==> src/rtl/mole_hit_detector.sv <==
// Whack detector: synchronises the slide switches, scores hits on lit moles and masks struck moles off LEDR.
// Optional miss penalty (score decrement plus lockout) is enabled by defining MOLE_MISS_PENALTY_EN.
module mole_hit_detector #(
  parameter int unsigned N_LEDS         = 18,
  parameter int unsigned SCORE_MAX      = 9999,
  parameter int unsigned PENALTY_CYCLES = 25_000_000,
  localparam int unsigned SW_W          = $clog2(SCORE_MAX + 1)
) (
  input  logic              clk,
  input  logic              reset_n,
  input  logic              game_enable,
  input  logic [N_LEDS-1:0] mole_leds,
  input  logic [N_LEDS-1:0] switches,
  output logic [N_LEDS-1:0] moles_visible,
  output logic [SW_W-1:0]   score,
  output logic              hit_pulse,
  output logic              miss_pulse,
  output logic              locked_out
);

  localparam int unsigned PC_W  = $clog2(N_LEDS + 1);
  localparam int unsigned SUM_W = SW_W + PC_W + 1;

  localparam logic [1:0] S_IDLE = 2'd0;
  localparam logic [1:0] S_PLAY = 2'd1;
`ifdef MOLE_MISS_PENALTY_EN
  localparam logic [1:0] S_LOCK = 2'd2;
  localparam int unsigned LC_W  = (PENALTY_CYCLES > 1) ? $clog2(PENALTY_CYCLES) : 1;
`endif

  function automatic logic [PC_W-1:0] popcount(input logic [N_LEDS-1:0] v);
    logic [PC_W-1:0] c;
    c = '0;
    for (int i = 0; i < N_LEDS; i++) c = c + PC_W'(v[i]);
    return c;
  endfunction

  function automatic logic [SW_W-1:0] sat_add(input logic [SW_W-1:0] s,
                                              input logic [PC_W-1:0] n);
    logic [SUM_W-1:0] sum;
    sum = SUM_W'(s) + SUM_W'(n);
    if (sum > SUM_W'(SCORE_MAX)) return SW_W'(SCORE_MAX);
    return sum[SW_W-1:0];
  endfunction

`ifdef MOLE_MISS_PENALTY_EN
  function automatic logic [SW_W-1:0] floor_sub(input logic [SW_W-1:0] s,
                                                input logic [PC_W-1:0] n);
    if (SUM_W'(n) >= SUM_W'(s)) return '0;
    return s - SW_W'(n);
  endfunction
`endif

  logic [N_LEDS-1:0] s1_q, s2_q, prev_q;
  logic [N_LEDS-1:0] hit_mask_q, hit_mask_d;
  logic [N_LEDS-1:0] mv_q;
  logic [SW_W-1:0]   score_q, score_d;
  logic              hit_q, hit_d, miss_q, miss_d;
  logic [1:0]        state_q, state_d;
  logic [1:0]        warm_q, warm_d;
  logic [N_LEDS-1:0] e, live, hits, misses;
  logic [SW_W-1:0]   score_hit;
`ifdef MOLE_MISS_PENALTY_EN
  logic [LC_W-1:0]   lock_cnt_q, lock_cnt_d;
`else
  logic              unused_cfg;
  assign unused_cfg = (PENALTY_CYCLES == 0);
`endif

  // Either toggle direction of a synchronised switch is a whack
  assign e      = s2_q ^ prev_q;
  assign live   = mole_leds & ~hit_mask_q;
  assign hits   = e & live;
  assign misses = e & ~live;
  assign score_hit = sat_add(score_q, popcount(hits));

  always_comb begin
    state_d    = state_q;
    score_d    = score_q;
    hit_d      = 1'b0;
    miss_d     = 1'b0;
    hit_mask_d = hit_mask_q & mole_leds;
    warm_d     = (warm_q == 2'd3) ? warm_q : warm_q + 2'd1;
`ifdef MOLE_MISS_PENALTY_EN
    lock_cnt_d = lock_cnt_q;
`endif
    case (state_q)
      S_IDLE: begin
        hit_mask_d = '0;
        if (game_enable && warm_q == 2'd3) begin
          state_d = S_PLAY;
          score_d = '0;
        end
      end
      S_PLAY: begin
        score_d    = score_hit;
        hit_d      = |hits;
        miss_d     = |misses;
        hit_mask_d = (hit_mask_q | hits) & mole_leds;
`ifdef MOLE_MISS_PENALTY_EN
        // Penalty is taken after the hit add of the same cycle
        if (|misses) begin
          score_d    = floor_sub(score_hit, popcount(misses));
          state_d    = S_LOCK;
          lock_cnt_d = LC_W'(PENALTY_CYCLES - 1);
        end
`endif
        if (!game_enable) state_d = S_IDLE;
      end
`ifdef MOLE_MISS_PENALTY_EN
      S_LOCK: begin
        if (!game_enable)           state_d = S_IDLE;
        else if (lock_cnt_q == '0)  state_d = S_PLAY;
        else                        lock_cnt_d = lock_cnt_q - LC_W'(1);
      end
`endif
      default: state_d = S_IDLE;
    endcase
  end

  always_ff @(posedge clk) begin
    if (!reset_n) begin
      s1_q       <= '0;
      s2_q       <= '0;
      prev_q     <= '0;
      hit_mask_q <= '0;
      mv_q       <= '0;
      score_q    <= '0;
      hit_q      <= 1'b0;
      miss_q     <= 1'b0;
      state_q    <= S_IDLE;
      warm_q     <= 2'd0;
`ifdef MOLE_MISS_PENALTY_EN
      lock_cnt_q <= '0;
`endif
    end else begin
      s1_q       <= switches;
      s2_q       <= s1_q;
      prev_q     <= s2_q;
      hit_mask_q <= hit_mask_d;
      mv_q       <= mole_leds & ~hit_mask_q;
      score_q    <= score_d;
      hit_q      <= hit_d;
      miss_q     <= miss_d;
      state_q    <= state_d;
      warm_q     <= warm_d;
`ifdef MOLE_MISS_PENALTY_EN
      lock_cnt_q <= lock_cnt_d;
`endif
    end
  end

  assign moles_visible = mv_q;
  assign score         = score_q;
  assign hit_pulse     = hit_q;
  assign miss_pulse    = miss_q;
`ifdef MOLE_MISS_PENALTY_EN
  assign locked_out    = (state_q == S_LOCK);
`else
  assign locked_out    = 1'b0;
`endif

endmodule

==> config.mk <==
export PLATFORM = sky130hd
export DESIGN_NAME = mole_hit_detector
export DESIGN_NICKNAME = d
export VERILOG_FILES = /design/src/rtl/mole_hit_detector.sv
export SDC_FILE = /design/constraint.sdc
export NUM_CORES = 1
export LEC_CHECK = 0
export CAP_MARGIN = 20
export CORE_ASPECT_RATIO = 0.75
export CORE_MARGIN = 1.5
export CORE_UTILIZATION = 57
export DETAILED_ROUTE_END_ITERATION = 12
export PLACE_DENSITY = 0.84
export SYNTH_ARGS = -nofsm -noshare
export SYNTH_HDL_FRONTEND = slang
export SYNTH_SLANG_ARGS = --single-unit
==> constraint.sdc <==
create_clock -name clk -period 21.7 [get_ports clk]
set_input_delay 4.34 -clock clk [delete_from_list [all_inputs] [get_ports clk]]
set_output_delay 4.34 -clock clk [all_outputs]
set_load 0.03 [all_outputs]
==> impl_metrics.toml <==
[status]
status = "finished clean"

[final_layout]
fin_nets = 581
syn2layout_area_growth_pct = 22.04
fin_cells = 625
n_antenna_cell = 0
fill_cells = 589
fin_area_mm2 = 0.005577
drive_gt1_frac = 0.05577

[sta]
finalClockSkew_ps = 11.05
finalSetupViolCount = 0
slew_violations = 0
worst_pin_slew_ps = 1003
clock.fmax_ghz = 0.09576
finalHoldViolCount = 0
fin_ws_ps = 11260
period_share = 0.4812
layout_min_cycle_time_ps = 10440
fin_setup_tns_ps = 0
hold_ws_ps = 439.0
maxSlewHeadroom = 0.3311
rsz0062_at_grt = "no"

[place]
gp_congestion = 0.8884
dp_slack_ps = 10820
placedCellCount = 609
dp_hpwl_mm = 6.748
port_buffers = 72
place_area_mm2 = 0.005353

[worst_hold_path]
holdPathStages = 1
hp-start = "s1_q[5]"
min-delay-path-class = "flop to flop"
min_to = "s2_q[5]"

[critical_path]
worstPathRequired_ps = 21960
arrival_ps = 10710
endpoint_kind = "flop"
crit_fanout = 12
crit_path_start_kind = "primary input"
reg2reg_setup_slack_ps = 15170
r2r_start = "s2_q[2]"
path_class = "primary input to flop"
r2r-end = "score[4]"
worstRegToRegCells = 18

[logic_synthesis]
syn_inst = 449
yosysSeqAreaShare = 0.4775
ys_warn_count = 0
avgSynthCellArea_um2 = 10.18
synth.distinct_cells = 58
async_reset_ff_frac = 0
synth_top_cell_by_area = "dfxtp_1"
syn_nets = 515
synth_edf_count = 0
ys_top_cells_by_count = "109 x dfxtp_1, 61 x and2_1, 24 x inv_1"
synth_seq_cells = 109
syn-cell-area_mm2 = 0.004569
synth_most_common_cell = "dfxtp_1"
synth_flop_cell = "dfxtp_1"
synth_top_area_frac = 0.4775
yosys-top-cells-area = "dfxtp_1 48%, and2_1 8.4%, fa_1 5.7%, ha_1 3.8%, xor2_1 3.8%"

[route]
firstDrtPassIters = 4
wirelength_mm = 9.098
vias = 3307
wl_met3_um = 369
drt_iter0_drc = 110
drc = 0
met1_length_mm = 4.449
maxUsedRoutingLayer = "met4"
avgViaCountPerCell = 5.291
route.met2.wl_mm = 4.201
final_antenna_net_count = 0
wl_per_cell_um = 14.56

[clock_tree]
cts_resized = 0
hold_buffers = 0
clockBufferDepth = 2
cts_made_buffers = 9
root_buffer = "clkbuf_8"
clock-sinks = 109
cts_max_level = 3
clk_latency_ps = 370
cts.clk_slew.worst_paths_ps = 100
cts_tree = "yes"
post-cts-setup-buffers = 0

[global_route]
grt_max_degree = 65
antenna_found_initial = 0
grt_usage = 0.2249
grt_pass1_vias = 3181
grt_pass1_wl_mm = 14.97
gr-total-overflow = 0

[die]
start_util = 0.5823
dieArea_mm2 = 0.008568
dieHeight_um = 80.54
core_region_area_mm2 = 0.007848
io_pins = 74
fp-row-count = 28
die_w_um = 106.4

[power]
pwr-share-clk = 0.334
switching_power_w = 0.0001042
p_sw_frac = 0.2629
p_seq_frac = 0.530
vdd_ir_drop_max_mv = 0.04336
p_per_area_mw_per_mm2 = 71.08
p_leak_nw = 2.511
pwr-share-comb = 0.137
p_int_w = 0.0002922

[run]
drv_cap = 0
flip-flops by register name, summed over array words and instances, names as in the netlist:
name	flops
hit_mask_q	18
hit_pulse	1
miss_pulse	1
moles_visible	18
prev_q	18
s1_q	18
s2_q	18
score	14
state_q	1
warm_q	2
critical path, cell delays in order:
cell	delay, ps
clkdlybuf4s50_1	450
inv_1	60
nor3b_1	400
fa_1	490
inv_1	100
fa_1	420
fa_1	520
fa_1	540
inv_1	50
fa_1	500
fa_1	500
fa_1	420
a21o_1	230
a221o_1	370
nor4_1	270
o32ai_1	120
a21oi_2	510
nor3_1	150
a22o_1	250
placed cells by master (no fill, tap or decap), types with 5 or more instances in the layout:
| master | synthesis | final |
|---|---|---|
| dfxtp_1 | 109 | 109 |
| clkdlybuf4s50_1 | 0 | 72 |
| and2_1 | 61 | 61 |
| inv_1 | 24 | 24 |
| nor3_1 | 21 | 21 |
| xor2_1 | 20 | 20 |
| nor2_1 | 19 | 19 |
| nand2_1 | 15 | 15 |
| ha_1 | 14 | 14 |
| o21ai_0 | 13 | 13 |
| fa_1 | 13 | 13 |
| nor2b_1 | 12 | 12 |
| o211a_1 | 11 | 11 |
| nand2b_1 | 10 | 10 |
| clkbuf_8 | 0 | 10 |
| xnor2_1 | 8 | 8 |
| a21oi_1 | 6 | 6 |
| nand3b_1 | 5 | 5 |
| and3_1 | 5 | 5 |
power groups by stage:
| stage | clock, W | combinational, W | sequential [W] |
|---|---|---|---|
| after global placement | 0 | 0.0000526 | 0.000214 |
| after CTS | 0.000134 | 0.0000543 | 0.000210 |
| after floorplan | 0 | 0.0000313 | 0.000218 |
| after global routing | 0.000142 | 0.0000609 | 0.000211 |
| after detailed placement | 0 | 0.0000540 | 0.000214 |
| final | 0.000132 | 0.0000541 | 0.000210 |
worst max path at each step:
| stage | slack, ps | cells after the start | from | endpoint |
|---|---|---|---|---|
| 6_report | 11260 | 19 | mole_leds[2] | score[4] |
| 5_1_grt | 10860 | 19 | mole_leds[2] | score[6] |
| 4_1_cts | 11230 | 19 | mole_leds[2] | score[6] |
| 3_5_place_dp | 10820 | 19 | mole_leds[2] | score[6] |
| 3_3_place_gp | 10980 | 19 | mole_leds[2] | score[6] |
| 2_1_floorplan | 11860 | 21 | mole_leds[10] | score[8] |
kinds of logic after synthesis:
kind of cell,Yosys count,synth area share
other,1,0.0008207
buffers and inverters,42,0.03751
muxes,2,0.004381
xor gates and xnor gates,28,0.05367
AOI/OAI and AO/OA,70,0.1175
and+or+nand+nor,170,0.2133
DFF,109,0.4775
adders and majority gates,27,0.09529
metal layers:
layer,global-route usage,vias to the layer above
met1,0.3102,1572
met4,0.06216,0
met5,0,-
li1,-,1644
met3,0.04464,9
met2,0.3606,82
through the flow:
step,power [W],utilization
final,0.0003964,0.7106
after global routing,0.0004141,0.7106
after CTS,0.0003984,0.7106
after detailed placement,0.0002685,0.6821
after global placement,0.0002669,0.6821
after floorplan,0.0002492,-
area by class of cell:
cell class	instances	area, µm²	share of cell area
sequential	109	2182	0.3913
multi-input combinational	298	2221	0.3982
clock inverter	6	86.33	0.01548
timing repair buffer	73	728.2	0.1306
inverter	24	90.09	0.01615
clock buffer	10	137.6	0.02468
tap	105	131.4	0.02356
Power figures use the tool's default switching activity.
==> edit, RTL diff (same settings) <==
Add a define of `MOLE_MISS_PENALTY_EN`.
--- a/src/rtl/mole_hit_detector.sv
+++ b/src/rtl/mole_hit_detector.sv
@@ -1,5 +1,7 @@
 // Whack detector: synchronises the slide switches, scores hits on lit moles and masks struck moles off LEDR.
 // Optional miss penalty (score decrement plus lockout) is enabled by defining MOLE_MISS_PENALTY_EN.
+`define MOLE_MISS_PENALTY_EN
+
 module mole_hit_detector #(
   parameter int unsigned N_LEDS         = 18,
   parameter int unsigned SCORE_MAX      = 9999,
Behaviour: not the same (a bounded check fails within 10 cycles, from zero or initial values and one cycle with reset_n low).
==> edit against the unedited design <==
Design area up 54%. Wire length up 95%. Sequential cell count up 26. Total power rose to 2.8 times the old value. Register-to-register slack worse by 2.7 ns. Setup slack worse by 2.6 ns. Area after synthesis up 56%. Synthesized cell count up 73%. Critical endpoint is now score[11]$_SDFFE_PN0P_.
==> edit: results <==
[status]
status = "completed"

[critical_path]
max_stage_delay_ns = 0.86

[pwr]
ir_drop_v = 0.0000723
p_leak_uw = 0.00360

[cells_and_area]
drive_gt1_frac = 0.0650
finalNetCount = 941

[route]
drtIter0Drc = 441
wl_met2_um = 7890
met1_length_um = 8220
routed-wl-met3_um = 1460
vias = 5869

[logic_synthesis]
synth_area_leaders = "dfxtp_1 (38%), fa_1 (7.3%), and2_1 (5.6%)"
avgSynthCellArea_um2 = 9.17
yosysSeqAreaShare = 0.380
synth_commonest_cells = "dfxtp_1 (135), and2_1 (64), nand2_1 (62), nor2_1 (57), a21oi_1 (50)"
yosys.cell_types.count = 75

[global_routing]
grt_pass1_wl_um = 28600
met2_usage = 0.427
first_global_vias = 5741
gr-usage-all-layers = 0.278

[placement]
dpl.hpwl_um = 13200
placement.cell_area_um2 = 7970
dp_slack_ns = 8.37

[clock_network]
clock_latency_ns = 0.42
clockRootBuffer = "clkbuf_16"
numCtsBuffers = 17
h-tree-depth = 4

[sta]
finClkSkew_ns = 0.00844
[edit: cell count changes in the layout (fill, tap and decap cells not counted), moves of 11 or more]
cell,delta
xor2_1,+14
o211a_1,-11
a21oi_1,+44
xnor2_1,+23
fa_1,+13
nand2_1,+47
nor3b_1,+14
inv_1,+11
ha_1,+14
nor2_1,+38
dfxtp_1,+26
clkbuf_16,+17
[edit: kinds of logic after synthesis]
family,synth area share
mux,0.00721
fa+ha+maj,0.122
buf+inv,0.0346
compound gates,0.126
xor+xnor,0.0800
flops,0.380
simple gates,0.250
[edit: report_power, final]
group          total [uW]  internal [uW]  leakage (uW)  switching [uW]
logic                 506            213       0.00221             293
clock network         296            174      0.000293             121
registers             316            280       0.00111            35.6
[edit: final cells by class]
class / count / area [um^2]
sequential: 135 / 2700
inverter: 36 / 135
clock buffer: 17 / 425
tap: 166 / 208
timing repair buffer: 77 / 756
fill: 897 / 3640
multi-input combinational: 581 / 4170
clock inverter: 15 / 184
